[src/rtl/mdu_sequencer_if.sv]
// mdu_sequencer_if: EX-stage HI/LO op request and result bundle.
// master = EX pipeline side, slave = multiply/divide sequencer.
interface mdu_sequencer_if;
  logic        op_valid;
  logic [3:0]  op;
  logic [31:0] operand_a;
  logic [31:0] operand_b;
  logic        stall_in;
  logic        flush;
  logic        busy;
  logic        mdu_stall;
  logic        done;
  logic [31:0] read_data;
  logic [31:0] hi;
  logic [31:0] lo;

  modport master (
    output op_valid, op, operand_a, operand_b,
    output stall_in, flush,
    input  busy, mdu_stall, done, read_data, hi, lo
  );

  modport slave (
    input  op_valid, op, operand_a, operand_b,
    input  stall_in, flush,
    output busy, mdu_stall, done, read_data, hi, lo
  );
endinterface

[src/rtl/mdu_sequencer.sv]
// mdu_sequencer: multi-cycle MULT/DIV sequencer owning HI/LO.
// Define MDU_DIV_EARLY_OUT_EN for one-cycle trivial divides.
module mdu_sequencer #(
  parameter int MUL_CYCLES = 5
) (
  input logic            clk,
  input logic            rst,
  mdu_sequencer_if.slave mdu
);
  localparam logic [3:0] OP_MULT  = 4'd1;
  localparam logic [3:0] OP_MULTU = 4'd2;
  localparam logic [3:0] OP_DIV   = 4'd3;
  localparam logic [3:0] OP_DIVU  = 4'd4;
  localparam logic [3:0] OP_MTHI  = 4'd5;
  localparam logic [3:0] OP_MTLO  = 4'd6;
  localparam logic [3:0] OP_MFHI  = 4'd7;
  localparam logic [3:0] OP_MFLO  = 4'd8;

  typedef enum logic [1:0] {
    S_IDLE,
    S_MUL,
    S_DIV
  } state_t;

  state_t      r_state, w_next;
  logic [5:0]  r_cnt;
  logic [63:0] r_prod;
  logic [31:0] r_hi, r_lo;
  logic [31:0] r_quo, r_rem, r_dvs;
  logic        r_qneg, r_rneg, r_dz, r_done;

  logic        w_vld, w_busy, w_acc, w_last;
  logic        w_mul, w_div, w_sgn;
  logic [63:0] w_ax, w_bx;
  logic [31:0] w_abs_a, w_abs_b;
  logic [32:0] w_sh, w_diff;
  logic [31:0] w_nrem, w_nquo;
  logic [31:0] w_quo_f, w_rem_f;
  logic [31:0] w_res_lo, w_res_hi;
  logic [5:0]  w_div_cnt;

  assign w_vld  = (mdu.op != 4'd0) && (mdu.op <= OP_MFLO);
  assign w_busy = (r_state != S_IDLE);
  assign w_acc  = mdu.op_valid & w_vld & ~w_busy
                & ~mdu.stall_in & ~mdu.flush & ~rst;
  assign w_mul  = (mdu.op == OP_MULT) | (mdu.op == OP_MULTU);
  assign w_div  = (mdu.op == OP_DIV) | (mdu.op == OP_DIVU);
  assign w_sgn  = (mdu.op == OP_MULT) | (mdu.op == OP_DIV);
  assign w_last = w_busy & (r_cnt == 6'd1) & ~mdu.flush;

  assign w_ax = {{32{w_sgn & mdu.operand_a[31]}}, mdu.operand_a};
  assign w_bx = {{32{w_sgn & mdu.operand_b[31]}}, mdu.operand_b};
  assign w_abs_a = (w_sgn & mdu.operand_a[31]) ? -mdu.operand_a
                                               : mdu.operand_a;
  assign w_abs_b = (w_sgn & mdu.operand_b[31]) ? -mdu.operand_b
                                               : mdu.operand_b;

  // one restoring step: dividend bits shift out of r_quo into r_rem
  assign w_sh   = {r_rem, r_quo[31]};
  assign w_diff = w_sh - {1'b0, r_dvs};
  assign w_nrem = w_diff[32] ? w_sh[31:0] : w_diff[31:0];
  assign w_nquo = {r_quo[30:0], ~w_diff[32]};

`ifdef MDU_DIV_EARLY_OUT_EN
  logic r_early;
  logic w_early;

  assign w_early   = (w_abs_b == 32'd0) | (w_abs_a < w_abs_b);
  assign w_div_cnt = w_early ? 6'd1 : 6'd32;
  assign w_quo_f   = r_early ? 32'd0 : w_nquo;
  assign w_rem_f   = r_early ? r_quo : w_nrem;

  always_ff @(posedge clk) begin
    if (rst)
      r_early <= 1'b0;
    else if (w_acc & w_div)
      r_early <= w_early;
  end
`else
  assign w_div_cnt = 6'd32;
  assign w_quo_f   = w_nquo;
  assign w_rem_f   = w_nrem;
`endif

  // remainder sign fix also restores operand_a on divide by zero
  assign w_res_lo = r_dz ? 32'hFFFF_FFFF
                         : (r_qneg ? -w_quo_f : w_quo_f);
  assign w_res_hi = r_rneg ? -w_rem_f : w_rem_f;

  always_ff @(posedge clk) begin
    if (rst)
      r_state <= S_IDLE;
    else
      r_state <= w_next;
  end

  always_comb begin
    w_next = r_state;
    unique case (1'b1)
      mdu.flush:      w_next = S_IDLE;
      w_acc && w_mul: w_next = S_MUL;
      w_acc && w_div: w_next = S_DIV;
      w_last:         w_next = S_IDLE;
      default:        ;
    endcase
  end

  always_ff @(posedge clk) begin
    if (rst) begin
      r_cnt  <= 6'd0;
      r_prod <= 64'd0;
      r_hi   <= 32'd0;
      r_lo   <= 32'd0;
      r_quo  <= 32'd0;
      r_rem  <= 32'd0;
      r_dvs  <= 32'd0;
      r_qneg <= 1'b0;
      r_rneg <= 1'b0;
      r_dz   <= 1'b0;
      r_done <= 1'b0;
    end else begin
      r_done <= w_last;
      if (mdu.flush)
        r_cnt <= 6'd0;
      else if (w_busy)
        r_cnt <= r_cnt - 6'd1;
      if (r_state == S_DIV) begin
        r_rem <= w_nrem;
        r_quo <= w_nquo;
      end
      if (w_acc) begin
        unique case (1'b1)
          w_mul: begin
            r_prod <= w_ax * w_bx;
            r_cnt  <= 6'(MUL_CYCLES);
          end
          w_div: begin
            r_quo  <= w_abs_a;
            r_rem  <= 32'd0;
            r_dvs  <= w_abs_b;
            r_qneg <= w_sgn & (mdu.operand_a[31] ^ mdu.operand_b[31]);
            r_rneg <= w_sgn & mdu.operand_a[31];
            r_dz   <= (mdu.operand_b == 32'd0);
            r_cnt  <= w_div_cnt;
          end
          (mdu.op == OP_MTHI): r_hi <= mdu.operand_a;
          (mdu.op == OP_MTLO): r_lo <= mdu.operand_a;
          default: ;
        endcase
      end
      if (w_last) begin
        if (r_state == S_MUL) begin
          r_hi <= r_prod[63:32];
          r_lo <= r_prod[31:0];
        end else begin
          r_hi <= w_res_hi;
          r_lo <= w_res_lo;
        end
      end
    end
  end

  assign mdu.busy      = w_busy;
  assign mdu.done      = r_done;
  assign mdu.mdu_stall = mdu.op_valid & w_vld & w_busy & ~mdu.flush;
  assign mdu.hi        = r_hi;
  assign mdu.lo        = r_lo;
  assign mdu.read_data = (mdu.op == OP_MFHI) ? r_hi :
                         (mdu.op == OP_MFLO) ? r_lo : 32'd0;
endmodule
[src/flat_wrapper.sv]
// flat-port wrapper written by rule: the top's interface ports become plain ports
module mdu_sequencer_flat 
#(
  parameter int MUL_CYCLES = 5
)
  (clk, rst, mdu_op_valid, mdu_op, mdu_operand_a, mdu_operand_b, mdu_stall_in, mdu_flush, mdu_busy, mdu_mdu_stall, mdu_done, mdu_read_data, mdu_hi, mdu_lo);
  mdu_sequencer_if mdu_i ();
  input logic clk;
  input logic rst;
  input wire logic [$bits(mdu_i.op_valid)-1:0] mdu_op_valid;
  input wire logic [$bits(mdu_i.op)-1:0] mdu_op;
  input wire logic [$bits(mdu_i.operand_a)-1:0] mdu_operand_a;
  input wire logic [$bits(mdu_i.operand_b)-1:0] mdu_operand_b;
  input wire logic [$bits(mdu_i.stall_in)-1:0] mdu_stall_in;
  input wire logic [$bits(mdu_i.flush)-1:0] mdu_flush;
  output wire logic [$bits(mdu_i.busy)-1:0] mdu_busy;
  output wire logic [$bits(mdu_i.mdu_stall)-1:0] mdu_mdu_stall;
  output wire logic [$bits(mdu_i.done)-1:0] mdu_done;
  output wire logic [$bits(mdu_i.read_data)-1:0] mdu_read_data;
  output wire logic [$bits(mdu_i.hi)-1:0] mdu_hi;
  output wire logic [$bits(mdu_i.lo)-1:0] mdu_lo;
  assign mdu_i.op_valid = mdu_op_valid;
  assign mdu_i.op = mdu_op;
  assign mdu_i.operand_a = mdu_operand_a;
  assign mdu_i.operand_b = mdu_operand_b;
  assign mdu_i.stall_in = mdu_stall_in;
  assign mdu_i.flush = mdu_flush;
  assign mdu_busy = mdu_i.busy;
  assign mdu_mdu_stall = mdu_i.mdu_stall;
  assign mdu_done = mdu_i.done;
  assign mdu_read_data = mdu_i.read_data;
  assign mdu_hi = mdu_i.hi;
  assign mdu_lo = mdu_i.lo;
  mdu_sequencer #(.MUL_CYCLES(MUL_CYCLES)) u_core (.clk(clk), .rst(rst), .mdu(mdu_i));
endmodule
[config.mk]
export PLATFORM = sky130hd
export DESIGN_NAME = mdu_sequencer_flat
export DESIGN_NICKNAME = d
export VERILOG_FILES = /design/src/rtl/mdu_sequencer_if.sv /design/src/rtl/mdu_sequencer.sv /design/src/flat_wrapper.sv
export SDC_FILE = /design/constraint.sdc
export NUM_CORES = 2
export LEC_CHECK = 0
export CAP_MARGIN = 20
export CORE_MARGIN = 10
export CORE_UTILIZATION = 40
export DETAILED_ROUTE_END_ITERATION = 12
export GPL_ROUTABILITY_DRIVEN = 0
export MAX_ROUTING_LAYER = met4
export PLACE_DENSITY = 0.66
export SYNTH_ARGS = -nofsm -noshare
export SYNTH_HDL_FRONTEND = slang
export SYNTH_SLANG_ARGS = --single-unit
[constraint.sdc]
create_clock -name clk -period 9.8 [get_ports clk]
set_input_delay 1.47 -clock clk [delete_from_list [all_inputs] [get_ports clk]]
set_output_delay 1.47 -clock clk [all_outputs]
set_load 0.05 [all_outputs]
* After elaboration in Yosys (flattened, before gate mapping)
Cells that the tools add are included.
Storage, ports and cells: flip-flop bits (word level) 236, input port bits 73, output and inout bits 99
Cells by class: $add $sub $neg 6, $mul 1, order comparisons 1, eq/ne operators 11, multiplexer cells 27, bitwise gates (word level) 21, reduce and logical (&&, ||, !) cells 15
Operators with widths (number):
- two-way mux 32 bit | 22
- negator 32 bit | 4
- multiplier 33 x 33 -> 64 bit | 1
- subtractor 33 x 32 -> 33 bit | 1
- zero test 32 bit | 1
- two-way mux 6 bit | 3
- == test 4 x 3 -> 1 bit (second input constant) | 4
- AND 1 bit | 12
- one-hot mux 6 bit (2 select lines) | 1
- == test 4 x 2 -> 1 bit (second input constant) | 2
- AND reduction 2 bit | 4
- nonzero test 2 bit | 4
- == test 6 x 1 -> 1 bit (second input constant) | 1
- one-hot mux 2 bit (3 select lines) | 1
- subtractor 6 x 1 -> 6 bit (second input constant) | 1
- inverter 1 bit | 5
- == test 4 x 1 -> 1 bit (second input constant) | 1
- == test 4 bit (second input constant) | 1
- less-or-equal comparator 4 bit (second input constant) | 1
- nonzero test 4 bit | 1
- logical AND 1 bit | 3
- OR 1 bit | 3
- nonzero test 3 bit | 1
- == test 2 x 1 -> 1 bit (second input constant) | 1
- other kinds (3) | 3

* Longest topological paths before layout
depth in word-level cells 9, gate-level depth with buffers 35, gate-level depth less buffers 31

* Worst setup path before layout
No wires, ideal clock.
path type input port to flip-flop, from in mdu_op[0], to reg u_core.r_prod[61], setup time 116 ps, arrival 9863 ps, slack -180 ps, stages 30, path through clkbuf_1 nand2b_1 nor2_1 and2_1 clkbuf_1 clkbuf_1 clkbuf_1 nand2_1 inv_1 fa_1 fa_1 fa_1 inv_1 fa_1 inv_1 fa_1 fa_1 inv_1 fa_1 inv_1 fa_1 ha_1 a21o_1 a31oi_1 o311a_1 a21boi_0 o21ai_0 a2111oi_0 o21ai_0 a31o_2
On the way: cells in the longest elaborated chain, start to end 8, elaborated cells on any way between the ends 17, those cells by class mul (1); order compare (1); eq/ne (3); bitwise (9); reduce/logical (3)
RTL lines:
- from (decl) | line flat_wrapper.sv:11 | input wire logic [$bits(mdu_i.op)-1:0] mdu_op;
- branches (longest 8 deep; another with multiplier 33 x 33 -> 64 bit)
- to (signal assigned) | line mdu_sequencer.sv:134 | r_prod <= w_ax * w_bx;
- to (decl) | line mdu_sequencer.sv:27 | logic [63:0] r_prod;
Parallel ways; which one is timed is not known. A chain may end at the register's enable or synchronous reset.

* Worst setup path in the final report
from in mdu_op[3], to reg u_core.r_prod[61]
Same word-level chain as after synthesis.

==> impl_metrics.json <==
{
  "wire_per_inst_um": 20.9,
  "synth_edf_count": 0,
  "cts_tree": "yes",
  "ys_ff_latch": 236,
  "syn-cell-area_um2": 53000,
  "first_pass_iters": 10,
  "route.detailed.drc": 2,
  "skew_ns": 0.0180,
  "grtUsageMet3_pct": 4.29,
  "cts_setup_buffers": 0,
  "vias": 44442,
  "drv_cap": 0,
  "rr_worst_depth": 23,
  "required_ns": 10.26,
  "design_area_um2": 58900,
  "critical_path_arrival_ns": 9.81,
  "top_usage_layer": "met2",
  "worst_pin_slew_ns": 1.16,
  "violations": "DRC",
  "met2_usage_pct": 37.1,
  "start_util_pct": 40.3,
  "area_growth_pct": 11.0,
  "final-max-slew-violation-count": 0,
  "period_share_pct": 95.4,
  "ctsResizeCount": 0,
  "ys_seq_area_share_pct": 8.91,
  "coreArea_um2": 132000,
  "hold_class": "flip-flop to flip-flop",
  "post-synth-top-area-cell": "fa_1",
  "synth.top_cell.area_share_pct": 42.5,
  "holdPathStages": 2,
  "grt_overflow_total": 0,
  "gr-usage-met1_pct": 31.1,
  "rsz0062_at_grt": "no",
  "drive_gt1_share_pct": 7.43,
  "ys_async_sr_fraction_pct": 0,
  "clock_latency_ns": 0.58,
  "grt_max_degree": 99,
  "drt_iter0_markers": 4338,
  "port_buffers": 171,
  "cts_buffers": 27,
  "critPathMaxFanout": 13,
  "dieHeight_um": 384,
  "fin_cells": 8153,
  "setup_viol": 0,
  "cts.sinks": 236,
  "cts_hold_buf": 0,
  "track_usage_pct": 23.6,
  "cts_buffer_depth": 3,
  "dieArea_um2": 148000,
  "cp-end-kind": "flip-flop",
  "slowest_delay_ns": 0.67,
  "row_count": 133,
  "yosys.cell_types.count": 96,
  "slew_headroom_pct": 22.7,
  "io_pins": 172,
  "synthCells": 6246,
  "synthTopCellsByArea": "fa_1 42%, dfxtp_1 8.9%, inv_1 8.5%, nand2_1 7.5%, ha_1 5.9%",
  "crit_slowest_cell": "fa_1",
  "worst-path-stages": 35,
  "grt_pass1_wl_mm": 268,
  "yosysMostFrequentCell": "inv_1",
  "synth_flop_cell": "dfxtp_1",
  "synth_nets": 7696,
  "cp_num_buf_inv": 12,
  "ant_nets": 0,
  "hold_violations": 0,
  "cts.clk_slew.worst_paths_ns": 0.06,
  "synth_warnings": 0,
  "critical_path_class": "input port to flip-flop",
  "period_minus_slack_ns": 9.35,
  "placed_area_um2": 57900,
  "crit_family": "adder cells",
  "die-width_um": 384,
  "place_inst": 8088,
  "cts_max_level": 1,
  "nFillCells": 12787,
  "antenna_found_initial": 17,
  "status": "finished with violations",
  "dpl.hpwl_mm": 140,
  "max_freq_mhz": 107,
  "vias_per_cell": 5.45,
  "routed_wl_mm": 171,
  "clk_root_buffer_cell": "clkbuf_16",
  "worst_path_most_repeated_cell": "fa_1",
  "holdWs_ns": 0.458,
  "syn_area_per_cell_um2": 8.49,
  "grt_pass1_vias": 46238,
  "crit_path_start_kind": "input port",
  "final_nets": 7813,
  "synthTopCellsByCount": "1205 x inv_1, 1126 x fa_1, 1065 x nand2_1"
}
==> stage by stage <==
step	util, %	TNS (ns)	setup WS (ns)
2_1_floorplan	-	0	0.0366
3_3_place_gp	44.0	-0.904	-0.396
3_5_place_dp	44.0	-0.769	-0.357
4_1_cts	44.7	0	0.222
5_1_grt	44.7	0	0.0430
6_report	44.7	0	0.449
==> layout make-up <==
type	instances	area [µm²]	area share [%]
well taps	1755	2200	3.73
flip-flops and latches	236	4720	8.02
inverters	1207	4530	7.69
clock inverters	7	129	0.219
repair buffers	503	4240	7.20
clock buffers	39	761	1.29
diodes	18	45.0	0.0765
multi-input cells	4388	42300	71.8
==> cell usage in the layout, fill, tap and decap left out, types with 32 or more instances in the layout <==
cell type and n:
o31ai_1 46, a211oi_1 57, nand3_1 134, a311oi_1 34, buf_4 310, o21ai_0 183, inv_1 1205, nand2_1 1065
a21oi_1 146, dfxtp_1 236, ha_1 251, a22o_1 32, fa_1 1125, nor3_1 61, and3_1 50, clkdlybuf4s50_1 123
nor2_1 225, a21o_1 33, and2_1 298, buf_2 47, xor2_1 64, xnor2_1 138
==> cell families (layout without fill, tap and decap cells) <==
family,Yosys count,in the layout,share of synthesized area (%)
adders and majority gates,1377,1377,48.4
DFF,236,236,8.91
muxes,30,30,0.571
buffers and inverters,1622,1756,11.5
other,0,18,0
AOI/OAI and AO/OA,778,778,10.0
xor gates and xnor gates,202,202,3.33
and+or+nand+nor,2001,2001,17.2
==> worst register-to-register path, stage by stage (launching register included) <==
cell	delay, ns
dfxtp_1	0.36
inv_1	0.15
ha_1	0.20
inv_1	0.06
fa_1	0.43
a211o_1	0.38
a2111oi_0	0.53
buf_1	0.26
or4b_4	0.19
a21o_4	0.16
and3b_1	0.48
nor2_8	0.06
buf_4	0.33
inv_2	0.25
nor2_1	0.05
a21oi_1	0.31
ha_1	0.37
o2111a_1	0.33
and2_1	0.17
nor4b_1	0.42
a31oi_1	0.37
o31ai_1	0.34
xor2_1	0.14
a221oi_1	0.30
==> final timing paths <==
check / from / endpoint / slack (ns)
worst max-delay path: mdu_op[3] / u_core.r_prod[61] / 0.45
worst min-delay path: u_core.r_dvs[31] / u_core.r_dvs[31] / 0.46
worst max register to register: u_core.r_quo[31] / u_core.mdu.hi[24] / 3.06
worst min register to register: u_core.r_dvs[31] / u_core.r_dvs[31] / 0.46
==> metal layers <==
metal / share of wire [%] / vias up
met1: 41 / 22510
li1: - / 19452
met5: 0 / -
met2: 46 / 2131
met4: 3.4 / 0
met3: 10 / 349
==> registers in the layout (all words and copies together) (netlist names) <==
| signal | flops |
|---|---|
| u_core.r_prod | 64 |
| u_core.mdu.hi | 32 |
| u_core.mdu.lo | 32 |
| u_core.r_dvs | 32 |
| u_core.r_quo | 32 |
| u_core.r_rem | 32 |
| u_core.r_cnt | 6 |
| u_core.r_state | 2 |
| u_core.mdu.done | 1 |
| u_core.r_dz | 1 |
| u_core.r_qneg | 1 |
| u_core.r_rneg | 1 |
Power is not shown: default switching activity piles up to over one toggle a cycle in this logic, so the estimate is an artifact.
